$ cat config.mk
export PLATFORM = sky130hd
export DESIGN_NAME = prediction_display
export DESIGN_NICKNAME = d
export VERILOG_FILES = /design/src/rtl/pred_disp_pkg.sv /design/src/rtl/seg7_digit.sv /design/src/rtl/prediction_display.sv
export SDC_FILE = /design/constraint.sdc
export NUM_CORES = 1
export LEC_CHECK = 0
export BUFFER_PORTS_ARGS = -buffer_cell sky130_fd_sc_hd__buf_2
export CAP_MARGIN = 20
export CORE_ASPECT_RATIO = 0.5
export CORE_UTILIZATION = 34
export DETAILED_ROUTE_END_ITERATION = 16
export SLEW_MARGIN = 5
export SYNTH_ARGS = -nofsm -noshare
export SYNTH_HDL_FRONTEND = slang
export SYNTH_SLANG_ARGS = --single-unit
$ cat constraint.sdc
create_clock -name CLOCK_50 -period 4.1 [get_ports CLOCK_50]
set_input_delay 0.41 -clock CLOCK_50 [delete_from_list [all_inputs] [get_ports CLOCK_50]]
set_output_delay 0.41 -clock CLOCK_50 [all_outputs]
set_load 0.01 [all_outputs]
$ cat src/rtl/pred_disp_pkg.sv
// Shared types and constants for the prediction display.
// Holds the FSM state enum, the blank and dash segment patterns, and the
// active-low gfedcba encoding table for the digits 0..9.
package pred_disp_pkg;

  typedef enum logic [1:0] {
    StIdle      = 2'd0,
    StHighlight = 2'd1,
    StHold      = 2'd2
  } state_e;

  localparam logic [6:0] SEG_BLANK = 7'b1111111;
  localparam logic [6:0] SEG_DASH  = 7'b0111111;

  // Index is the digit value; bit order is {g,f,e,d,c,b,a}, active low.
  localparam logic [6:0] SEG_TABLE [10] = '{
    7'b1000000, 7'b1111001, 7'b0100100, 7'b0110000, 7'b0011001,
    7'b0010010, 7'b0000010, 7'b1111000, 7'b0000000, 7'b0010000
  };

endpackage

$ cat src/rtl/seg7_digit.sv
// One active-low seven-segment digit decoder (combinational).
// Ports:
//   i_value : 4-bit value to show
//   i_valid : when low the digit is blank
//   o_seg   : active-low segments {g,f,e,d,c,b,a}; 10..15 show a dash
module seg7_digit
  import pred_disp_pkg::*;
(
  input  logic [3:0] i_value,
  input  logic       i_valid,
  output logic [6:0] o_seg
);

  always_comb begin
    o_seg = SEG_BLANK;
    if (i_valid) begin
      o_seg = (i_value < 4'd10) ? SEG_TABLE[i_value] : SEG_DASH;
    end
  end

endmodule

$ cat src/rtl/prediction_display.sv
// Captures neural-network predictions on each rising edge of done, keeps the
// last four in a shift history shown on hex3..hex0 (hex0 newest), and blinks
// the newest digit for four half-periods after each capture.
// Ports:
//   CLOCK_50  : system clock          resetn    : async reset, active high
//   done      : forward-pass level from the divided clock domain
//   argmax    : predicted class, stable around the done rise
//   clear     : synchronous history clear, wins over a same-cycle capture
//   hex0..3   : active-low digits     count     : captures so far, wrapping
//   new_pulse : one-cycle capture strobe
//   state_dbg : FSM state (0 idle, 1 highlight, 2 hold)
module prediction_display
  import pred_disp_pkg::*;
#(
  parameter int unsigned BLINK_CYCLES = 12_500_000,
  parameter int unsigned HIST_DEPTH   = 4
) (
  input  logic       CLOCK_50,
  input  logic       resetn,
  input  logic       done,
  input  logic [3:0] argmax,
  input  logic       clear,
  output logic [6:0] hex0,
  output logic [6:0] hex1,
  output logic [6:0] hex2,
  output logic [6:0] hex3,
  output logic [7:0] count,
  output logic       new_pulse,
  output logic [1:0] state_dbg
);

  localparam int unsigned CntW = (BLINK_CYCLES > 1) ? $clog2(BLINK_CYCLES) : 1;

  // Synchronizer, edge detect and arming
  logic            r_s1, r_s2, r_s3, r_armed;
  logic [1:0]      r_live;
  logic            w_capture;

  // History and FSM state
  logic [3:0]            r_val [HIST_DEPTH];
  logic [HIST_DEPTH-1:0] r_valid;
  logic [7:0]            r_count;
  logic                  r_new;
  state_e                r_state;
  logic [CntW-1:0]       r_cnt;
  logic                  r_phase;
  logic [1:0]            r_tog;

  logic [3:0]            w_val_nxt [HIST_DEPTH];
  logic [HIST_DEPTH-1:0] w_valid_nxt;
  logic [7:0]            w_count_nxt;
  logic                  w_new_nxt;
  state_e                w_state_nxt;
  logic [CntW-1:0]       w_cnt_nxt;
  logic                  w_phase_nxt;
  logic [1:0]            w_tog_nxt;

  // r_live marks when r_s2 holds a real sample of done rather than its reset
  // value; capture is only armed after a genuine low has been seen, so a done
  // level already high at reset release never produces a capture.
  always_ff @(posedge CLOCK_50 or posedge resetn) begin
    if (resetn) begin
      r_s1    <= 1'b0;
      r_s2    <= 1'b0;
      r_s3    <= 1'b0;
      r_live  <= 2'b00;
      r_armed <= 1'b0;
    end else begin
      r_s1    <= done;
      r_s2    <= r_s1;
      r_s3    <= r_s2;
      r_live  <= {r_live[0], 1'b1};
      r_armed <= r_armed | (r_live[1] & ~r_s2);
    end
  end

  assign w_capture = r_s2 & ~r_s3 & r_armed;

  always_comb begin
    w_val_nxt   = r_val;
    w_valid_nxt = r_valid;
    w_count_nxt = r_count;
    w_new_nxt   = 1'b0;
    w_state_nxt = r_state;
    w_cnt_nxt   = r_cnt;
    w_phase_nxt = r_phase;
    w_tog_nxt   = r_tog;
    if (clear) begin
      w_valid_nxt = '0;
      w_count_nxt = 8'd0;
      w_state_nxt = StIdle;
      w_cnt_nxt   = '0;
      w_phase_nxt = 1'b0;
      w_tog_nxt   = 2'd0;
    end else if (w_capture) begin
      for (int i = HIST_DEPTH - 1; i > 0; i--) begin
        w_val_nxt[i] = r_val[i-1];
      end
      w_val_nxt[0] = argmax;
      w_valid_nxt  = {r_valid[HIST_DEPTH-2:0], 1'b1};
      w_count_nxt  = r_count + 8'd1;
      w_new_nxt    = 1'b1;
      w_state_nxt  = StHighlight;
      w_cnt_nxt    = '0;
      w_phase_nxt  = 1'b0;
      w_tog_nxt    = 2'd0;
    end else begin
      unique case (r_state)
        StHighlight: begin
          if (r_cnt == CntW'(BLINK_CYCLES - 1)) begin
            w_cnt_nxt   = '0;
            w_phase_nxt = ~r_phase;
            if (r_tog == 2'd3) begin
              w_state_nxt = StHold;
              w_phase_nxt = 1'b0;
              w_tog_nxt   = 2'd0;
            end else begin
              w_tog_nxt = r_tog + 2'd1;
            end
          end else begin
            w_cnt_nxt = r_cnt + CntW'(1);
          end
        end
        StHold: begin
          if (!r_s2) w_state_nxt = StIdle;
        end
        default: ;
      endcase
    end
  end

  always_ff @(posedge CLOCK_50 or posedge resetn) begin
    if (resetn) begin
      r_val   <= '{default: '0};
      r_valid <= '0;
      r_count <= 8'd0;
      r_new   <= 1'b0;
      r_state <= StIdle;
      r_cnt   <= '0;
      r_phase <= 1'b0;
      r_tog   <= 2'd0;
    end else begin
      r_val   <= w_val_nxt;
      r_valid <= w_valid_nxt;
      r_count <= w_count_nxt;
      r_new   <= w_new_nxt;
      r_state <= w_state_nxt;
      r_cnt   <= w_cnt_nxt;
      r_phase <= w_phase_nxt;
      r_tog   <= w_tog_nxt;
    end
  end

  // Blink blanks only the newest digit, on the odd half-periods.
  logic                  w_blink;
  logic [HIST_DEPTH-1:0] w_dvalid;
  logic [6:0]            w_hex [4];

  assign w_blink  = (r_state == StHighlight) && r_phase;
  assign w_dvalid = r_valid & ~{{(HIST_DEPTH - 1){1'b0}}, w_blink};

  for (genvar g = 0; g < 4; g++) begin : g_digit
    seg7_digit u_digit (
      .i_value (r_val[g]),
      .i_valid (w_dvalid[g]),
      .o_seg   (w_hex[g])
    );
  end

  assign hex0      = w_hex[0];
  assign hex1      = w_hex[1];
  assign hex2      = w_hex[2];
  assign hex3      = w_hex[3];
  assign count     = r_count;
  assign new_pulse = r_new;
  assign state_dbg = r_state;

endmodule

### Word level (Yosys, flattened, before mapping)

Memories as Yosys holds them, arrays and structs flattened.
Index checks and enable logic that the tools add are counted.

* word-level logic and storage cells: 102
* output and inout port bits: 39
* memory bits (writable): 0
* bits in latches: 0
* bits in registers: 64
* memories: 4
* input port bits: 8
* ROM bits: 448

* divide/modulo/power cells: 0
* reductions and logical operators: 8
* eq/ne operators: 7
* shifts and indexed selects: 0
* multiply operators: 0
* add/subtract/negate cells: 3
* magnitude comparators: 8
* muxes and demuxes: 42
* bitwise logic cells: 14

Memories
* (no name shown): depth 16, width 7, read ports 1, clocked after memory_dff 0, write ports 0, line seg7_digit.sv:17 `o_seg = (i_value < 4'd10) ? SEG_TABLE[i_value] : SEG_DASH;`
* (no name shown): depth 16, width 7, read ports 1, clocked after memory_dff 0, write ports 0, line seg7_digit.sv:17
* (no name shown): depth 16, width 7, read ports 1, clocked after memory_dff 0, write ports 0, line seg7_digit.sv:17
* (no name shown): depth 16, width 7, read ports 1, clocked after memory_dff 0, write ports 0, line seg7_digit.sv:17

Operator list (count)
* $mux 7: 16
* $mux 24: 4
* $add 24x1->24 const B: 1
* $eq 24x24->1 const B: 1
* $ge 5x5->1 const B: 4
* $mux 2: 10
* $not 4->5: 4
* $lt 4x4->1 const B: 4
* $mux 8: 2
* $ne 4x4->1 const B: 3
* $add 8x1->8 const B: 1
* $mux 4: 2
* $mux 1: 7
* $reduce_bool 3->1: 2
* $and 4x4->4: 1
* $eq 2x2->1 const B: 2
* $not 1->1: 4
* $not 1->4: 1
* $pmux 2 s2: 1
* $reduce_and 2->1: 2
* $reduce_and 4->1: 1
* $reduce_bool 4->1: 1
* $and 1x1->1: 3
* $add 2x1->2 const B: 1
* other kinds (4): 4

### Depth between registers and ports, before layout

* word-level depth: 6
* mapped depth: 8
* depth with buffers taken out: 6

### Cells and area by module

Synthesis repeated with hierarchy kept, for this count alone.

* cells, all modules: 430
* area total of the unflattened synthesis: 3933.8 µm²

By module, submodules not included
* prediction_display: area each 3042.9 µm², instances 1, cells an instance 294, seq. area each 1601.5 µm²
* seg7_digit: area each 222.7 µm², instances 4, cells an instance 34, seq. area each 0.0 µm²

### Worst setup path before layout

No wires, ideal clock.

* path kind: register -> register
* from: register r_cnt[0]
* to: register r_cnt[23]
* stages on the path, launching flop included: 8
* clock period less this slack: 1.974 ns
* data required time: 3.976 ns
* path buffers: 1
* library setup time: 0.124 ns
* setup slack: 2.126 ns
* arrival time: 1.850 ns
* path through: dfrtp_1 -> ha_1 -> and4_1 -> nand3_1 -> nor4_4 -> buf_2 -> nor4_1 -> a211o_1

* longest elaborated chain between the ends: 5
* elaborated cells on any way between the ends: 6
* classes of those cells: 1 x add/sub; 1 x eq/ne; 4 x mux

Ends and longest elaborated chain
* start, declared: line prediction_display.sv:45 `logic [CntW-1:0] r_cnt;`
* start signal, assigned: line prediction_display.sv:148 `r_cnt <= w_cnt_nxt;`
* $add 24x1->24 / $eq 24x24->1 (equally long branches): line prediction_display.sv:121, prediction_display.sv:110
* $mux 24 *: line prediction_display.sv:110 `if (r_cnt == CntW'(BLINK_CYCLES - 1)) begin`
* $mux 24 *: line prediction_display.sv:108 `unique case (r_state)`
* $mux 24 *: line prediction_display.sv:95 `end else if (w_capture) begin`
* $mux 24 *: line prediction_display.sv:88 `if (clear) begin`

Every way passes the cells marked *; elsewhere a longest branch is shown, timed or not. The select of a mux whose other input is x is not followed.
A chain may end at the register's enable or synchronous reset.

### Worst setup path after layout

* from: register r_cnt[1]
* to: register r_cnt[6]

The elaborated chain is that of the path after synthesis.

==> impl_metrics.env <==
export IMPL_fin_worst_skew_ps=4.48
export IMPL_synth_fp_nets=470
export IMPL_cts_sinks=64
export IMPL_synth_area_leaders="dfrtp_1, ha_1, nor2_1, nand2_1, o21ai_0"
export IMPL_clkLatencyLatePin_ps=330
export IMPL_power_total_mw=1.94
export IMPL_htree_levels=3
export IMPL_cts_buffers=9
export IMPL_drt_pass1_iter_count=6
export IMPL_grt_pass1_vias=3102
export IMPL_synth_avg_cell_area_um2=8.88
export IMPL_arrival_ps=2780
export IMPL_drive_above_1_share_pct=17.7
export IMPL_status="finished clean"
export IMPL_grt_pass1_wl_um=14500
export IMPL_synth_common_cells="dfrtp_1, nor2_1, nand2_1, o21ai_0, ha_1"
export IMPL_finalCriticalPeriod_ps=2570
export IMPL_vias=3197
export IMPL_synthDistinctLibCells=43
export IMPL_critical_path_max_fanout=31
export IMPL_comb_power_share_pct=20.1
export IMPL_yosys_warnings=0
export IMPL_cp_start_kind="flip-flop"
export IMPL_io_buffers=46
export IMPL_die_h_um=77.5
export IMPL_slew_limit_headroom_pct=31.1
export IMPL_cellPowerDensity_nw_per_um2=429
export IMPL_worstHoldPathType="in -> async"
export IMPL_ys_ff_latch=64
export IMPL_cts_setup_buffers=0
export IMPL_maxClockFrequency_ghz=0.389
export IMPL_internal_power_mw=1.34
export IMPL_fillers=1063
export IMPL_crit_path_end_kind="flip-flop"
export IMPL_initial_utilization_pct=35.1
export IMPL_startpoint="r_cnt[1]"
export IMPL_p_leak_nw=1.94
export IMPL_die_area_um2=11900
export IMPL_syn_inst=437
export IMPL_cts_max_path_buffers=2
export IMPL_wl_per_cell_um=13.1
export IMPL_ir_drop_uv=164
export IMPL_worstMarginPinSlew_ps=1030
export IMPL_grt_overflow_total=0
export IMPL_reg2reg_from="r_cnt[1]"
export IMPL_ant_nets=0
export IMPL_hpwl_um=5540
export IMPL_core_area_um2=11000
export IMPL_area_growth_syn_to_layout_pct=16.6
export IMPL_synth_edf_count=0
export IMPL_grt_max_degree=40
export IMPL_crit_type="reg -> reg"
export IMPL_synthArstFlopShare_pct=100
export IMPL_synthFlopType="dfrtp_1"
export IMPL_antenna_found_initial=0
export IMPL_p_clk_share_pct=38.8
export IMPL_gr_usage_all_layers_pct=14.9
export IMPL_antennaDiodeCount=0
export IMPL_die_x_um=153
export IMPL_synth_top_area_share_pct=41.3
export IMPL_io_pins=47
export IMPL_setup_tns_ps=0
export IMPL_drt_iter0_drc=185
export IMPL_nNetsFinal=507
export IMPL_ys_seq_area_share_pct=41.3
export IMPL_gp_congestion=0.782
export IMPL_swShare_pct=30.7
export IMPL_drt_drc_violations_left=0
export IMPL_cp_required_ps=4310
export IMPL_rsz0062_at_grt="no"
export IMPL_hold_violations=0
export IMPL_drv_cap=0
export IMPL_setup_violations_final=0
export IMPL_routed_wl_um=8200
export IMPL_row_count=27
export IMPL_cts_root_buf="clkbuf_16"
export IMPL_ctsHoldBuffers=0
export IMPL_yosys_area_top_type="dfrtp_1"
export IMPL_cts_tree="yes"
export IMPL_path_clk_slew_ps=50
export IMPL_power_net_switching_mw=0.595
export IMPL_fin_crit_sh_pct=62.7
export IMPL_p_seq_share_pct=41.1
export IMPL_synth_most_common_cell="dfrtp_1"
export IMPL_maxSlewViolCount=0
export IMPL_syn_area_um2=3880
export IMPL_routed_via_density=5.12
export IMPL_cts_resized=0
export IMPL_finish_utilization_pct=40.9
[placed cells by master (no fill, tap or decap), types with 3 or more instances in the layout]
| cell | count |
|---|---|
| o22ai_1 | 5 |
| nand4_1 | 9 |
| nand3_1 | 13 |
| ha_1 | 25 |
| nor3b_1 | 8 |
| nor2b_1 | 3 |
| mux2_2 | 9 |
| xor2_1 | 7 |
| and3_1 | 5 |
| nand2_1 | 42 |
| buf_4 | 3 |
| or2_2 | 4 |
| a21bo_2 | 3 |
| and4_1 | 4 |
| nor4_1 | 9 |
| nand2b_1 | 10 |
| nor2_1 | 43 |
| o311ai_0 | 9 |
| o22a_1 | 3 |
| a22o_1 | 6 |
| o21a_1 | 9 |
| clkbuf_16 | 9 |
| a21oi_1 | 23 |
| inv_1 | 22 |
| a21o_1 | 3 |
| and2_1 | 5 |
| nor3_1 | 13 |
| buf_2 | 46 |
| o21ai_0 | 31 |
| o31ai_1 | 6 |
| dfrtp_1 | 64 |
[area by class of cell]
cell class,instances,area [um^2],area share (%)
timing repair buffer,49,253,5.59
sequential,64,1600,35.4
inverter,23,86.3,1.91
multi-input combinational,327,2100,46.5
clock inverter,5,56.3,1.25
tap,145,181,4.01
clock buffer,11,243,5.37
[per-layer routing]
metal	up-vias	GRT usage [%]	part of all wire, %
li1	1629	-	-
met1	1496	19.0	50
met2	68	24.9	47
met3	4	4.30	3.0
met4	0	4.04	0.44
met5	-	0	0
[sequential cells by signal (all words and copies together) (netlist names)]
signal and cells:
state_dbg 2, r_valid 4, new_pulse 1, r_tog 2
count 8, r_s2 1, r_live 2, r_val 16
r_cnt 24, r_phase 1, r_s1 1, r_armed 1
r_s3 1
[worst paths after layout]
path                       slack, ps   endpoint  cells after the start
min in group CLOCK_50            190       r_s1                      1
setup / recovery                1530   r_cnt[6]                      7
setup reg to reg                1530   r_cnt[6]                      7
hold reg to reg                  350       r_s2                      0
max in group asynchronous       3080   r_val[1]                      3
hold / removal                   140  r_cnt[10]                      2
[power by group through the flow]
stage | sequential [mW] | clock (mW) | combinational, mW
2_1_floorplan | 0.737 | 0 | 0.364
3_3_place_gp | 0.808 | 0 | 0.383
3_5_place_dp | 0.808 | 0 | 0.388
4_1_cts | 0.798 | 0.771 | 0.392
5_1_grt | 0.815 | 0.799 | 0.458
6_report | 0.797 | 0.752 | 0.389
[per-stage QoR]
step           hold slack [ps]  setup WS [ps]  instances  area (um^2)
4_1_cts                    165           1530        624         4520
5_1_grt                    170           1330        624         4520
3_5_place_dp               337           1530        608         4220
2_1_floorplan              331           2090        437         3880
6_report                   143           1530        624         4520
3_3_place_gp               333           1580        608         4220
[critical path: stages (launching register included)]
cell and delay, ps:
dfrtp_1 380, ha_1 220, and4_1 280, nand3_1 130
nor4_4 640, buf_4 430, nor4_1 90, a211o_1 270
[cells by family (layout without fill, tap and decap cells)]
group | Yosys count | count (layout) | synth area share (%)
DFF | 64 | 64 | 41.3
and+or+nand+nor | 178 | 178 | 23.7
adders and majority gates | 25 | 25 | 8.06
xor gates and xnor gates | 9 | 9 | 2.03
AOI/OAI and AO/OA | 105 | 105 | 17.6
buffers and inverters | 46 | 88 | 4.61
muxes | 9 | 9 | 2.61
other | 1 | 1 | 0.0967
Power figures use the tool's default switching activity.
